## config.mk

```make
export PLATFORM = sky130hd
export DESIGN_NAME = logger_demo_ev_gen
export DESIGN_NICKNAME = d
export VERILOG_FILES = /design/src/rtl/logger_demo_pkg.sv /design/src/rtl/logger_rr_arb.sv /design/src/rtl/logger_demo_ev_gen.sv
export SDC_FILE = /design/constraint.sdc
export NUM_CORES = 1
export LEC_CHECK = 0
export CAP_MARGIN = 40
export CORE_MARGIN = 1.5
export CORE_UTILIZATION = 62
export DETAILED_ROUTE_END_ITERATION = 6
export PLACE_DENSITY = 0.81
export SYNTH_ARGS = -nofsm -noshare
export SYNTH_HDL_FRONTEND = slang
export SYNTH_SLANG_ARGS = --single-unit
```

## constraint.sdc

```tcl
create_clock -name clk -period 39.8 [get_ports clk]
set_input_delay 5.97 -clock clk [delete_from_list [all_inputs] [get_ports clk]]
set_output_delay 5.97 -clock clk [all_outputs]
set_load 0.03 [all_outputs]
```

## src/rtl/logger_demo_pkg.sv

```systemverilog
`default_nettype none
// ============================================================================
//  Module   : logger_demo_pkg
//  Purpose  : Shared types and constants for the logger demo event source.
//             demo_ev_t is sized to the largest supported field widths; the
//             top-level slices it down to its configured widths.
//  Revision : 1.0 - initial release
// ============================================================================
package logger_demo_pkg;

  localparam int MAX_ID_W = 32;   // widest supported event ID
  localparam int MAX_TS_W = 64;   // widest supported timestamp
  localparam int MAX_CH_W = 4;    // enough for 16 channels

  localparam logic [15:0] LFSR_SEED = 16'hACE1;
  localparam logic [15:0] LFSR_TAPS = 16'hB400;  // x^16+x^14+x^13+x^11+1

  typedef struct packed {
    logic [MAX_ID_W-1:0] id;
    logic [MAX_CH_W-1:0] ch;
    logic [MAX_TS_W-1:0] start_ts;
    logic [MAX_TS_W-1:0] end_ts;
    logic [MAX_TS_W-1:0] delta;
  } demo_ev_t;

  // One step of the right-shifting Galois LFSR.
  function automatic logic [15:0] lfsr_next(input logic [15:0] s);
    return s[0] ? ((s >> 1) ^ LFSR_TAPS) : (s >> 1);
  endfunction

endpackage
`default_nettype wire

```

## src/rtl/logger_rr_arb.sv

```systemverilog
`default_nettype none
// ============================================================================
//  Module   : logger_rr_arb
//  Purpose  : Round-robin arbiter. Grants the first requester at or after the
//             rotating pointer; the pointer moves past the winner only when
//             the caller accepts the grant.
//  Revision : 1.0 - initial release
// ============================================================================
module logger_rr_arb #(
  parameter int N_CH  = 4,
  parameter int IDX_W = 2
) (
  input  logic              clk,
  input  logic              rst,
  input  logic [N_CH-1:0]   i_req,
  input  logic              i_accept,
  output logic [N_CH-1:0]   o_grant,
  output logic [IDX_W-1:0]  o_grant_idx,
  output logic              o_any
);

  logic [IDX_W-1:0] r_ptr;
  logic [N_CH-1:0]  w_grant;
  logic [IDX_W-1:0] w_idx;
  logic             w_any;

  // Search requesters starting at the pointer, wrapping modulo N_CH.
  always_comb begin
    int j;
    j       = 0;
    w_grant = '0;
    w_idx   = '0;
    w_any   = 1'b0;
    for (int i = 0; i < N_CH; i++) begin
      j = int'(r_ptr) + i;
      if (j >= N_CH) j = j - N_CH;
      if (!w_any && i_req[j]) begin
        w_any      = 1'b1;
        w_grant[j] = 1'b1;
        w_idx      = IDX_W'(j);
      end
    end
  end

  // Advance the pointer to one past the accepted winner.
  always_ff @(posedge clk or posedge rst) begin
    if (rst) begin
      r_ptr <= '0;
    end else if (i_accept && w_any) begin
      r_ptr <= (w_idx == IDX_W'(N_CH - 1)) ? '0 : w_idx + 1'b1;
    end
  end

  assign o_grant     = w_grant;
  assign o_grant_idx = w_idx;
  assign o_any       = w_any;

endmodule
`default_nettype wire

```

## src/rtl/logger_demo_ev_gen.sv

```systemverilog
`default_nettype none
// ============================================================================
//  Module   : logger_demo_ev_gen
//  Purpose  : Multi-channel demo event source. N_CH staggered periodic timers
//             raise pending events, a round-robin arbiter merges them into a
//             valid/ready stream carrying ID, channel and timestamps.
//  Config   : LOGGER_DEMO_EV_DROP_CNT_EN - build the saturating drop counter;
//             when undefined drop_cnt reads 0 (older event is still kept).
//  Limits   : N_CH 1..16, ID_W <= 32, TS_W <= 64, PERIOD_CYCLES >= N_CH+2.
//  Revision : 1.0 - initial release
// ============================================================================
module logger_demo_ev_gen
  import logger_demo_pkg::*;
#(
  parameter int N_CH          = 4,
  parameter int ID_W          = 16,
  parameter int TS_W          = 64,
  parameter int PERIOD_CYCLES = 50_000_000,
  parameter int DELTA_BASE    = 1000,
  parameter int DROP_W        = 16
) (
  input  logic                                   clk,
  input  logic                                   rst,
  input  logic                                   en,
  input  logic                                   rand_mode,
  output logic                                   out_valid,
  input  logic                                   out_ready,
  output logic [ID_W-1:0]                        out_id,
  output logic [((N_CH > 1) ? $clog2(N_CH) : 1)-1:0] out_ch,
  output logic [TS_W-1:0]                        out_start_ts,
  output logic [TS_W-1:0]                        out_end_ts,
  output logic [TS_W-1:0]                        out_delta,
  output logic [DROP_W-1:0]                      drop_cnt
);

  localparam int CH_W  = (N_CH > 1) ? $clog2(N_CH) : 1;
  localparam int TMR_W = $clog2(PERIOD_CYCLES + N_CH) + 1;

  logic [TS_W-1:0]  r_cnt;
  logic [TMR_W-1:0] r_tmr   [N_CH];
  logic [TS_W-1:0]  r_start [N_CH];
  logic [N_CH-1:0]  r_pend;
  logic [N_CH-1:0]  w_fire;
  logic [N_CH-1:0]  w_take;
  logic [N_CH-1:0]  w_grant;
  logic [CH_W-1:0]  w_grant_idx;
  logic             w_any;
  logic             w_load;
  logic [TS_W-1:0]  w_start_sel;
  logic [TS_W-1:0]  w_delta;
  logic [TS_W-1:0]  w_end;
  logic [ID_W-1:0]  w_next_id;
  logic [ID_W-1:0]  r_id_cnt;
  logic [15:0]      r_lfsr;
  logic             r_valid;
  demo_ev_t         r_ev;
  logic             w_unused_ev;

  // Free-running timestamp counter, independent of en.
  always_ff @(posedge clk or posedge rst) begin
    if (rst) r_cnt <= '0;
    else     r_cnt <= r_cnt + 1'b1;
  end

  // A channel fires in the cycle its timer sits at zero while enabled.
  always_comb begin
    w_fire = '0;
    for (int i = 0; i < N_CH; i++) begin
      w_fire[i] = en && (r_tmr[i] == '0);
    end
  end

  // Per-channel down-counters, staggered by one cycle out of reset.
  always_ff @(posedge clk or posedge rst) begin
    if (rst) begin
      for (int i = 0; i < N_CH; i++) r_tmr[i] <= TMR_W'(PERIOD_CYCLES - 1 + i);
    end else if (en) begin
      for (int i = 0; i < N_CH; i++) begin
        r_tmr[i] <= w_fire[i] ? TMR_W'(PERIOD_CYCLES - 1) : r_tmr[i] - 1'b1;
      end
    end
  end

  logger_rr_arb #(
    .N_CH  (N_CH),
    .IDX_W (CH_W)
  ) u_arb (
    .clk         (clk),
    .rst         (rst),
    .i_req       (r_pend),
    .i_accept    (w_load),
    .o_grant     (w_grant),
    .o_grant_idx (w_grant_idx),
    .o_any       (w_any)
  );

  assign w_load = (!r_valid || out_ready) && w_any;
  assign w_take = w_load ? w_grant : '0;

  // Pending flags and start snapshots; a grant frees the slot for a
  // same-cycle fire, otherwise a fire on a full slot is discarded.
  always_ff @(posedge clk or posedge rst) begin
    if (rst) begin
      r_pend <= '0;
      for (int i = 0; i < N_CH; i++) r_start[i] <= '0;
    end else begin
      r_pend <= (r_pend & ~w_take) | w_fire;
      for (int i = 0; i < N_CH; i++) begin
        if (w_fire[i] && (!r_pend[i] || w_take[i])) r_start[i] <= r_cnt;
      end
    end
  end

  // Start timestamp of the granted channel.
  always_comb begin
    w_start_sel = '0;
    for (int i = 0; i < N_CH; i++) begin
      if (w_grant[i]) w_start_sel = r_start[i];
    end
  end

  assign w_delta   = rand_mode ? (TS_W'(DELTA_BASE) + TS_W'(r_lfsr[7:0]))
                               : TS_W'(DELTA_BASE);
  assign w_end     = w_start_sel + w_delta;
  assign w_next_id = r_id_cnt + 1'b1;

  // Output register: loads a new event when empty or being drained.
  always_ff @(posedge clk or posedge rst) begin
    if (rst) begin
      r_valid  <= 1'b0;
      r_ev     <= '0;
      r_id_cnt <= '0;
      r_lfsr   <= LFSR_SEED;
    end else if (w_load) begin
      r_valid     <= 1'b1;
      r_id_cnt    <= w_next_id;
      r_ev.id     <= MAX_ID_W'(w_next_id);
      r_ev.ch     <= MAX_CH_W'(w_grant_idx);
      r_ev.start_ts <= MAX_TS_W'(w_start_sel);
      r_ev.end_ts <= MAX_TS_W'(w_end);
      r_ev.delta  <= MAX_TS_W'(w_delta);
      if (rand_mode) r_lfsr <= lfsr_next(r_lfsr);
    end else if (out_ready) begin
      r_valid <= 1'b0;
    end
  end

  assign out_valid    = r_valid;
  assign out_id       = r_ev.id[ID_W-1:0];
  assign out_ch       = r_ev.ch[CH_W-1:0];
  assign out_start_ts = r_ev.start_ts[TS_W-1:0];
  assign out_end_ts   = r_ev.end_ts[TS_W-1:0];
  assign out_delta    = r_ev.delta[TS_W-1:0];

  // Struct bits above the configured widths are always zero; fold them
  // into one sink so they are not left dangling.
  assign w_unused_ev = ^r_ev;

`ifdef LOGGER_DEMO_EV_DROP_CNT_EN
  logic [N_CH-1:0]   w_drop;
  logic [DROP_W-1:0] w_drop_nxt;
  logic [DROP_W-1:0] r_drop_cnt;

  assign w_drop = w_fire & r_pend & ~w_take;

  // Add one per dropped channel, clamping at all-ones.
  always_comb begin
    w_drop_nxt = r_drop_cnt;
    for (int i = 0; i < N_CH; i++) begin
      if (w_drop[i] && (w_drop_nxt != '1)) w_drop_nxt = w_drop_nxt + 1'b1;
    end
  end

  // Drop counter register.
  always_ff @(posedge clk or posedge rst) begin
    if (rst) r_drop_cnt <= '0;
    else     r_drop_cnt <= w_drop_nxt;
  end

  assign drop_cnt = r_drop_cnt;
`else
  assign drop_cnt = '0;
`endif

endmodule
`default_nettype wire

```

* Word level (Yosys, flattened, before mapping)
Index checks and enable logic that the tools add are counted.
** Operators by class
- Multiplexer cells :: 50
- $add $sub $neg :: 16
- Eq/ne operators :: 1
- $lt $le $gt $ge :: 12
- Bitwise gates (word level) :: 7
- Reduce and logical (&&, ||, !) cells :: 36
** Operators by type and width (count)
- two-way mux 64 bit :: 4
- >= comparator 32 x 1 -> 1 bit, second input constant :: 4
- less-than comparator 32 x 4 -> 1 bit, second input constant :: 4
- two-way mux 32 bit :: 4
- logical NOT 27 bit :: 4
- two-way mux 27 bit :: 4
- subtractor 27 x 1 -> 27 bit, second input constant :: 4
- >= comparator 32 x 4 -> 1 bit, second input constant :: 3
- subtractor 32 x 4 -> 32 bit, second input constant :: 3
- adder 64 x 1 -> 64 bit, second input constant :: 1
- adder 64 x 11 -> 64 bit :: 1
- two-way mux 4 bit :: 5
- two-way mux 1 bit :: 18
- logical AND 1 bit :: 17
- adder 16 x 1 -> 16 bit, second input constant :: 1
- two-way mux 16 bit :: 1
- bitwise OR 4 bit :: 4
- adder 10 x 8 -> 11 bit, first input constant :: 1
- two-way mux 11 bit :: 1
- two-way mux 2 bit :: 5
- binary-select mux 1 bit (select 2 bit) :: 4
- demux 1 bit (select 2 bit) :: 4
- logical NOT 1 bit :: 8
- adder 2 x 2 -> 3 bit, second input constant :: 2
- other kinds (11) :: 15
** Storage, ports and cells
- Bits of input ports :: 5
- Bits in registers :: 661
- Output and inout port bits :: 227

* Logic depth before layout (Yosys ltp)
Gate-level depths: netlist of the first run.
- Word-level depth :: 20
- Gate-level depth with buffers :: 32
- Gate-level depth less buffers :: 22

* By module
From an unflattened synthesis of the first run, not the netlist that was laid out.
** Unflattened totals
- Cells, all modules :: 2695
- Area, all modules :: 28941.5 um2
** Modules (own cells, without submodules)
- logger_demo_ev_gen :: instances 1, area an instance 28383.5 um2, seq. area each 15244.6 um2, cells an instance 2637
- logger_rr_arb :: instances 1, area an instance 558.0 um2, seq. area each 50.0 um2, cells an instance 58

* Least setup slack after synthesis of the first run
Ideal clock, no wire load.
- Path type :: input-to-reg
- Start :: input en
- End :: register r_start[128] (netlist name)
- Path slack :: 30.549 ns
- Arrival :: 9.126 ns
- Stages :: 13
- Path buffers :: 3
- Library setup time :: 0.125 ns
- Cells stage by stage :: nand2b_1 > nor3_1 > nand2_1 > nor3_1 > and3b_1 > clkbuf_1 > nand2_1 > or3_1 > or2_2 > clkbuf_1 > a21oi_1 > clkbuf_1 > mux2_2
** On the way
- Cells in the longest elaborated chain, start to end :: 2
** Ends and longest elaborated chain
- start, declared :: line logger_demo_ev_gen.sv:24 : input logic en,
- logical AND 1 bit :: line logger_demo_ev_gen.sv:69 : w_fire[i] = en && (r_tmr[i] == '0);
- logical AND 1 bit :: line logger_demo_ev_gen.sv:109 : if (w_fire[i] && (!r_pend[i] || w_take[i])) r_start[i] <= r_cnt;
- end signal, assigned by index :: line logger_demo_ev_gen.sv:109
- end, declared :: line logger_demo_ev_gen.sv:41 : logic [TS_W-1:0] r_start [N_CH];
No other way between the ends.
A chain may end at the register's enable or synchronous reset.

* Worst setup path in the final report of the first run
- Start :: input en
- End :: register r_start[42] (netlist name)
The elaborated chain is that of the path after synthesis.

==> impl_metrics.toml, run 1 <==
[routing]
firstDrtPassIters = 6
route.detailed.drc = 0
wl_um = 70100
post_drt_wl_per_cell_um = 21.1
vias_per_cell = 6.16
drtIter0Drc = 1715
ant_nets = 0
vias = 20500

[die]
core.rowCount = 78
die_height_um = 217
start_util = 0.628
core-area_mm2 = 0.0454
die_area_mm2 = 0.0472
io_pins = 232
die_w_um = 217

[critical_path]
path_class = "input port to register"
critPathLaunchType = "input port"
arrival_ns = 10.77
cp-end-kind = "register"
cp_slowest_stage_delay_ns = 0.75
path_cells = "clkdlybuf4s50_1, buf_4, nand2b_1, nor3_1, nand2_1, nor3_1, and3b_1, nand2_1, or3_1, nor2_1, and2_2, buf_4, mux2_2"
cp_slowest_cell = "buf_4"
path_max_fanout = 47
worstPathRequired_ns = 40.30

[layout]
diodes = 0
fin_util = 0.718
fin_nets = 2699
stdcell_area_mm2 = 0.0326
layout-area-overhead-vs-synth_pct = 14.4
nFillCells = 3065
multiInputGateArea_mm2 = 0.0122
final_cells = 3322
regArea_mm2 = 0.0153
drive_gt1_frac = 0.193

[clock_network]
cts_setup_buffers = 0
clk_pin_slew_worst_paths_ns = 0.06
cts_buffers = 61
cts_tree = "done"
clk_path_buf_depth = 3
cts-resized-gates = 0
htree_levels = 2
clock-sinks = 608
clk_latency_ns = 0.64
cts_hold_buf = 0
cts-root-buf = "clkbuf_16"

[grt]
grt_overflow = 0
grtUsageTotal = 0.301
grt_pass1_wl_um = 113000
grt_max_degree = 171
grt_util_met3 = 0.0546
grt.busiest_layer = "met2"
grt_use_met1 = 0.387
antenna_found_initial = 0
grt_use_met2 = 0.501
grt_pass1_vias = 21200

[power]
p_seq_frac = 0.347
power_density_mw_per_mm2 = 73.1
ir_drop_mv = 0.0494
p_int_w = 0.00142
switching_power_w = 0.000957
leakagePower_nw = 15.0
clockPowerShare = 0.252
pwr-share-comb = 0.402
swShare = 0.402

[sta]
worst_slew_pin_slew_ns = 0.977
setup_viol_count_final = 0
fin_skew_ns = 0.0287
rsz0062_at_grt = "no"
slew_headroom = 0.345
setup-tns-final_ns = 0
hold_violations = 0
clock.fmax_mhz = 97.4
period_needed_ns = 10.27
fin_ws_ns = 29.53
maxSlewViolCount = 0
timing.final.crit_share = 0.258

[placement]
numPortBuffers = 162
hpwl_um = 44700
place_ws_ns = 28.99
dp_cells = 3206
placed_cell_area_mm2 = 0.0305
place_congestion = 0.875

[yosys]
ys_seq_area_frac = 0.537
synth_edf_count = 0
synth_area_per_cell_um2 = 11.2
synth_flop_cell = "dfrtp_1"
synth_warnings = 0
synth-seq-cells = 608
synthArstFlopShare = 1.00
syn_inst = 2546
yosysUniqueCellTypes = 79
syn_area_mm2 = 0.0285

[flow_run]
max_cap_violations = 0

[status]
status = "finished, final reports clean"

[worst_hold_path]
hp-class = "register to register"
[routing by layer]
metal / vias to the layer above / part of all wire
li1: 9110 / -
met1: 10400 / 0.40
met2: 755 / 0.49
met3: 179 / 0.070
met4: 0 / 0.039
met5: - / 0
[sequential cells by signal, summed over array words and instances, names as in the netlist, 2 cells and up, named ones only]
register	count
out_delta	11
r_tmr	108
r_start	256
out_start_ts	64
r_id_cnt	16
out_ch	2
out_end_ts	64
r_pend	4
r_lfsr	16
r_cnt	64
[per-stage QoR]
stage	power (W)	hold slack, ns
after floorplan	0.00145	0.437
after global placement	0.00174	0.452
after detailed placement	0.00177	0.457
after CTS	0.00238	0.475
after global routing	0.00249	0.486
final	0.00238	0.472
[worst paths after layout]
path,end,from,slack (ns),cells after the start
worst max-delay path,r_start[42]$_DFFE_PP0P_,en,29.53,13
min in group asynchronous,r_lfsr[8]$_DFFE_PP0P_,rst,5.73,2
worst min register to register,r_tmr[85]$_DFFE_PP1P_,r_tmr[85]$_DFFE_PP1P_,0.47,2
max in group asynchronous,out_start_ts[52]$_DFFE_PP0P_,rst,31.92,5
worst max register to register,out_end_ts[63]$_DFFE_PP0P_,register,31.82,23
worst min-delay path,r_tmr[85]$_DFFE_PP1P_,r_tmr[85]$_DFFE_PP1P_,0.47,2
[layout make-up]
class	instances	share of cell area
inverters	29	0.00357
well taps	600	0.0230
clock buffers	97	0.0560
flip-flops and latches	608	0.469
multi-input cells	1759	0.375
clock inverters	19	0.00849
repair buffers	210	0.0647
[cell usage after synthesis (16+ instances only)]
library cell | n | area (um^2)
o21ai_0 | 111 | 556
a2111oi_0 | 18 | 158
o21ai_1 | 17 | 85.1
nor2_1 | 143 | 537
nand3_1 | 48 | 240
o2111ai_1 | 18 | 158
a21o_1 | 26 | 195
xnor2_1 | 144 | 1260
and3_1 | 20 | 125
nand2_1 | 331 | 1240
a31oi_1 | 16 | 100
mux2_2 | 277 | 3120
buf_4 | 74 | 556
ha_1 | 24 | 300
clkbuf_1 | 100 | 375
or3_1 | 17 | 106
dfrtp_1 | 544 | 13600
o221ai_1 | 19 | 166
nor3_1 | 47 | 235
buf_2 | 36 | 180
xor2_1 | 71 | 622
nand4_1 | 23 | 144
a21oi_1 | 37 | 185
a221o_1 | 25 | 250
inv_1 | 29 | 109
dfstp_2 | 64 | 1680
nor4_1 | 37 | 231
[cell families (layout without fill, tap and decap cells)]
group | after synthesis | after routing | share of synthesized area
flops | 608 | 608 | 0.537
fa+ha+maj | 25 | 25 | 0.0112
mux | 284 | 284 | 0.113
xor+xnor | 215 | 215 | 0.0661
buf+inv | 247 | 355 | 0.0449
other cells | 1 | 69 | 0.000132
simple gates | 755 | 755 | 0.125
compound gates | 411 | 411 | 0.103
[worst max-delay path, delay by kind of cell]
kind	cells	cell delay, ns
buf+inv	3	1.46
mux	1	0.42
simple gates	9	2.91
[layout by cell type, fill, tap and decap left out, types with 15 or more instances in the layout]
cell type,instances
a31oi_1,16
ha_1,24
clkbuf_16,63
a2111oi_0,18
o21ai_1,16
nand2_1,330
nor3_1,47
and3_1,20
buf_4,38
clkdlybuf4s50_1,162
o221ai_1,19
xnor2_1,144
inv_1,28
or3_1,17
conb_1,69
o21ai_0,110
dfrtp_1,544
nand3_1,47
nor4_1,36
a221o_1,25
xor2_1,71
a311oi_1,15
clkbuf_1,22
nor2_1,141
mux2_2,277
dfstp_2,64
nand4_1,23
o2111ai_1,18
a21oi_1,36
a21o_1,26
[power by group through the flow]
stage | registers [W] | logic [W] | clock network, W
3_5_place_dp | 0.000832 | 0.000937 | 0
6_report | 0.000825 | 0.000956 | 0.000599
3_3_place_gp | 0.000826 | 0.000910 | 0
4_1_cts | 0.000824 | 0.000947 | 0.000604
2_1_floorplan | 0.000894 | 0.000560 | 0
5_1_grt | 0.000837 | 0.00102 | 0.000632
No activity file was read; power rests on OpenSTA's default activity.
==> run 2: changes to the inputs <==
--- a/config.mk
+++ b/config.mk
@@ -7,9 +7,9 @@
 export LEC_CHECK = 0
 export CAP_MARGIN = 40
 export CORE_MARGIN = 1.5
-export CORE_UTILIZATION = 62
+export CORE_UTILIZATION = 59
 export DETAILED_ROUTE_END_ITERATION = 6
-export PLACE_DENSITY = 0.81
+export PLACE_DENSITY = 0.78
 export SYNTH_ARGS = -nofsm -noshare
 export SYNTH_HDL_FRONTEND = slang
 export SYNTH_SLANG_ARGS = --single-unit
==> constraint.sdc (replaced) <==
create_clock -name clk -period 10.35 [get_ports clk]
set_input_delay 1.5525 -clock clk [delete_from_list [all_inputs] [get_ports clk]]
set_output_delay 1.5525 -clock clk [all_outputs]
set_load 0.03 [all_outputs]
==> impl_metrics.toml, run 2 (synthesis results as in run 1) <==
[die]
die_height_um = 223
die_w_um = 223
core.rowCount = 80
start_util = 0.598
die_area_mm2 = 0.0496
core-area_mm2 = 0.0476
io_pins = 232

[sta]
setup_viol_count_final = 0
hold_violations = 0
timing.final.crit_share = 0.741
rsz0062_at_grt = "no"
clock.fmax_mhz = 130
fin_skew_ns = 0.0248
setup-tns-final_ns = 0
worst_slew_pin_slew_ns = 1.06
maxSlewViolCount = 0
slew_headroom = 0.294
period_needed_ns = 7.67

[layout]
nFillCells = 3418
final_cell_mix = "544 x dfrtp_1, 330 x nand2_1, 277 x mux2_2"
layout-area-overhead-vs-synth_pct = 14.7
regArea_mm2 = 0.0153
regMostFlops = "r_start"
largest_register_ffs = 256
diodes = 0
layout_commonest_cell = "dfrtp_1"
multiInputGateArea_mm2 = 0.0122
fin_nets = 2694
drive_gt1_frac = 0.197
stdcell_area_mm2 = 0.0327
reg.largest.list = "r_start (256), r_tmr (108)"

[routing]
vias_per_cell = 6.12
route.detailed.drc = 0
ant_nets = 0
firstDrtPassIters = 5
post_drt_wl_per_cell_um = 21.0
wl_um = 69900
drtIter0Drc = 1784
vias = 20400

[clock_network]
htree_levels = 2
clk_latency_ns = 0.65
cts-resized-gates = 0
cts_setup_buffers = 0
cts_tree = "done"
clk_path_buf_depth = 3
cts-root-buf = "clkbuf_16"
cts_hold_buf = 0
cts_buffers = 60
clk_pin_slew_worst_paths_ns = 0.07
clock-sinks = 608

[critical_path]
rrSetupSlack_ns = 2.68
critPathLaunchType = "register"
ff2ff_path_depth = 23
path_class = "register to register"
path_max_fanout = 28
cp-end-kind = "register"
crit_end = "out_end_ts[62]$_DFFE_PP0P_"
arrival_ns = 8.21
worstPathRequired_ns = 10.89
rr_endpoint = "out_end_ts[62]$_DFFE_PP0P_"

[placement]
placed_cell_area_mm2 = 0.0304
numPortBuffers = 162
hpwl_um = 44800
place_congestion = 0.832

[power]
power_density_mw_per_mm2 = 282
p_int_w = 0.00555
swShare = 0.398
switching_power_w = 0.00366
pwr-share-comb = 0.392
clockPowerShare = 0.264
leakagePower_nw = 15.0
p_seq_frac = 0.344
ir_drop_mv = 0.208

[grt]
grt_overflow = 0
grt_pass1_wl_um = 113000
antenna_found_initial = 0
grtUsageTotal = 0.286
grt_pass1_vias = 20900
grt_max_degree = 191

[worst_hold_path]
hold_depth = 1
hp-class = "register to register"
hp-start = "r_tmr[2]$_DFFE_PP0P_"

[status]
status = "finished, final reports clean"

[flow_run]
max_cap_violations = 0
## run 2: cell type report
cell class,count,share of cell area
Tap cell,615,0.0236
Timing Repair Buffer,206,0.0627
Multi-Input combinational cell,1759,0.374
Clock buffer,72,0.0501
Inverter,29,0.00345
Clock inverter,41,0.0183
Sequential cell,608,0.468
## run 2: power by group through the flow
stage          logic, W  registers [W]  clock network, W
6_report        0.00361        0.00317           0.00243
5_1_grt         0.00389        0.00322           0.00254
4_1_cts         0.00359        0.00317           0.00245
3_5_place_dp    0.00355        0.00320                 0
3_3_place_gp    0.00344        0.00318                 0
2_1_floorplan   0.00215        0.00344                 0
## run 2: per-layer routing
| layer | share of wire | GRT usage |
|---|---|---|
| met2 | 0.48 | 0.461 |
| met1 | 0.41 | 0.375 |
| met3 | 0.065 | 0.0544 |
| met5 | 0 | 0 |
| met4 | 0.047 | 0.136 |
## run 2: worst min path at each step
stage                     slack (ns)                    end
after floorplan                 0.44   r_tmr[2]$_DFFE_PP0P_
after global placement          0.45  r_tmr[56]$_DFFE_PP0P_
after detailed placement        0.46   r_tmr[2]$_DFFE_PP0P_
after CTS                       0.47   r_tmr[2]$_DFFE_PP0P_
after global routing            0.50  r_tmr[85]$_DFFE_PP1P_
final                           0.48   r_tmr[2]$_DFFE_PP0P_
## run 2: metrics by stage
| step | hold WS (ns) | setup WS, ns | std cells | power [W] | utilization |
|---|---|---|---|---|---|
| floorplan | 0.437 | 0.555 | 2614 | 0.00559 | - |
| global placement | 0.452 | 2.85 | 3205 | 0.00662 | 0.636 |
| detailed placement | 0.458 | 2.87 | 3216 | 0.00676 | 0.639 |
| CTS | 0.473 | 2.77 | 3329 | 0.00921 | 0.686 |
| global route | 0.497 | 2.30 | 3330 | 0.00966 | 0.686 |
| finish | 0.476 | 2.68 | 3330 | 0.00921 | 0.686 |
## run 2: critical path: stages, from the launching register on
cell	delay [ns]
dfrtp_1	0.67
inv_1	0.27
ha_1	0.53
mux4_2	0.50
a21o_1	0.25
o22ai_2	0.72
nand2_1	0.16
buf_4	0.33
a22oi_1	0.24
a211oi_1	0.10
a21o_1	0.19
ha_1	0.21
fa_1	0.41
a21o_1	0.18
a21oi_1	0.22
o21bai_1	0.10
a21oi_1	0.27
o21bai_1	0.09
a21oi_1	0.31
o2111a_1	0.40
or3_1	0.75
nor3_4	0.20
nor3b_1	0.20
o31ai_1	0.24
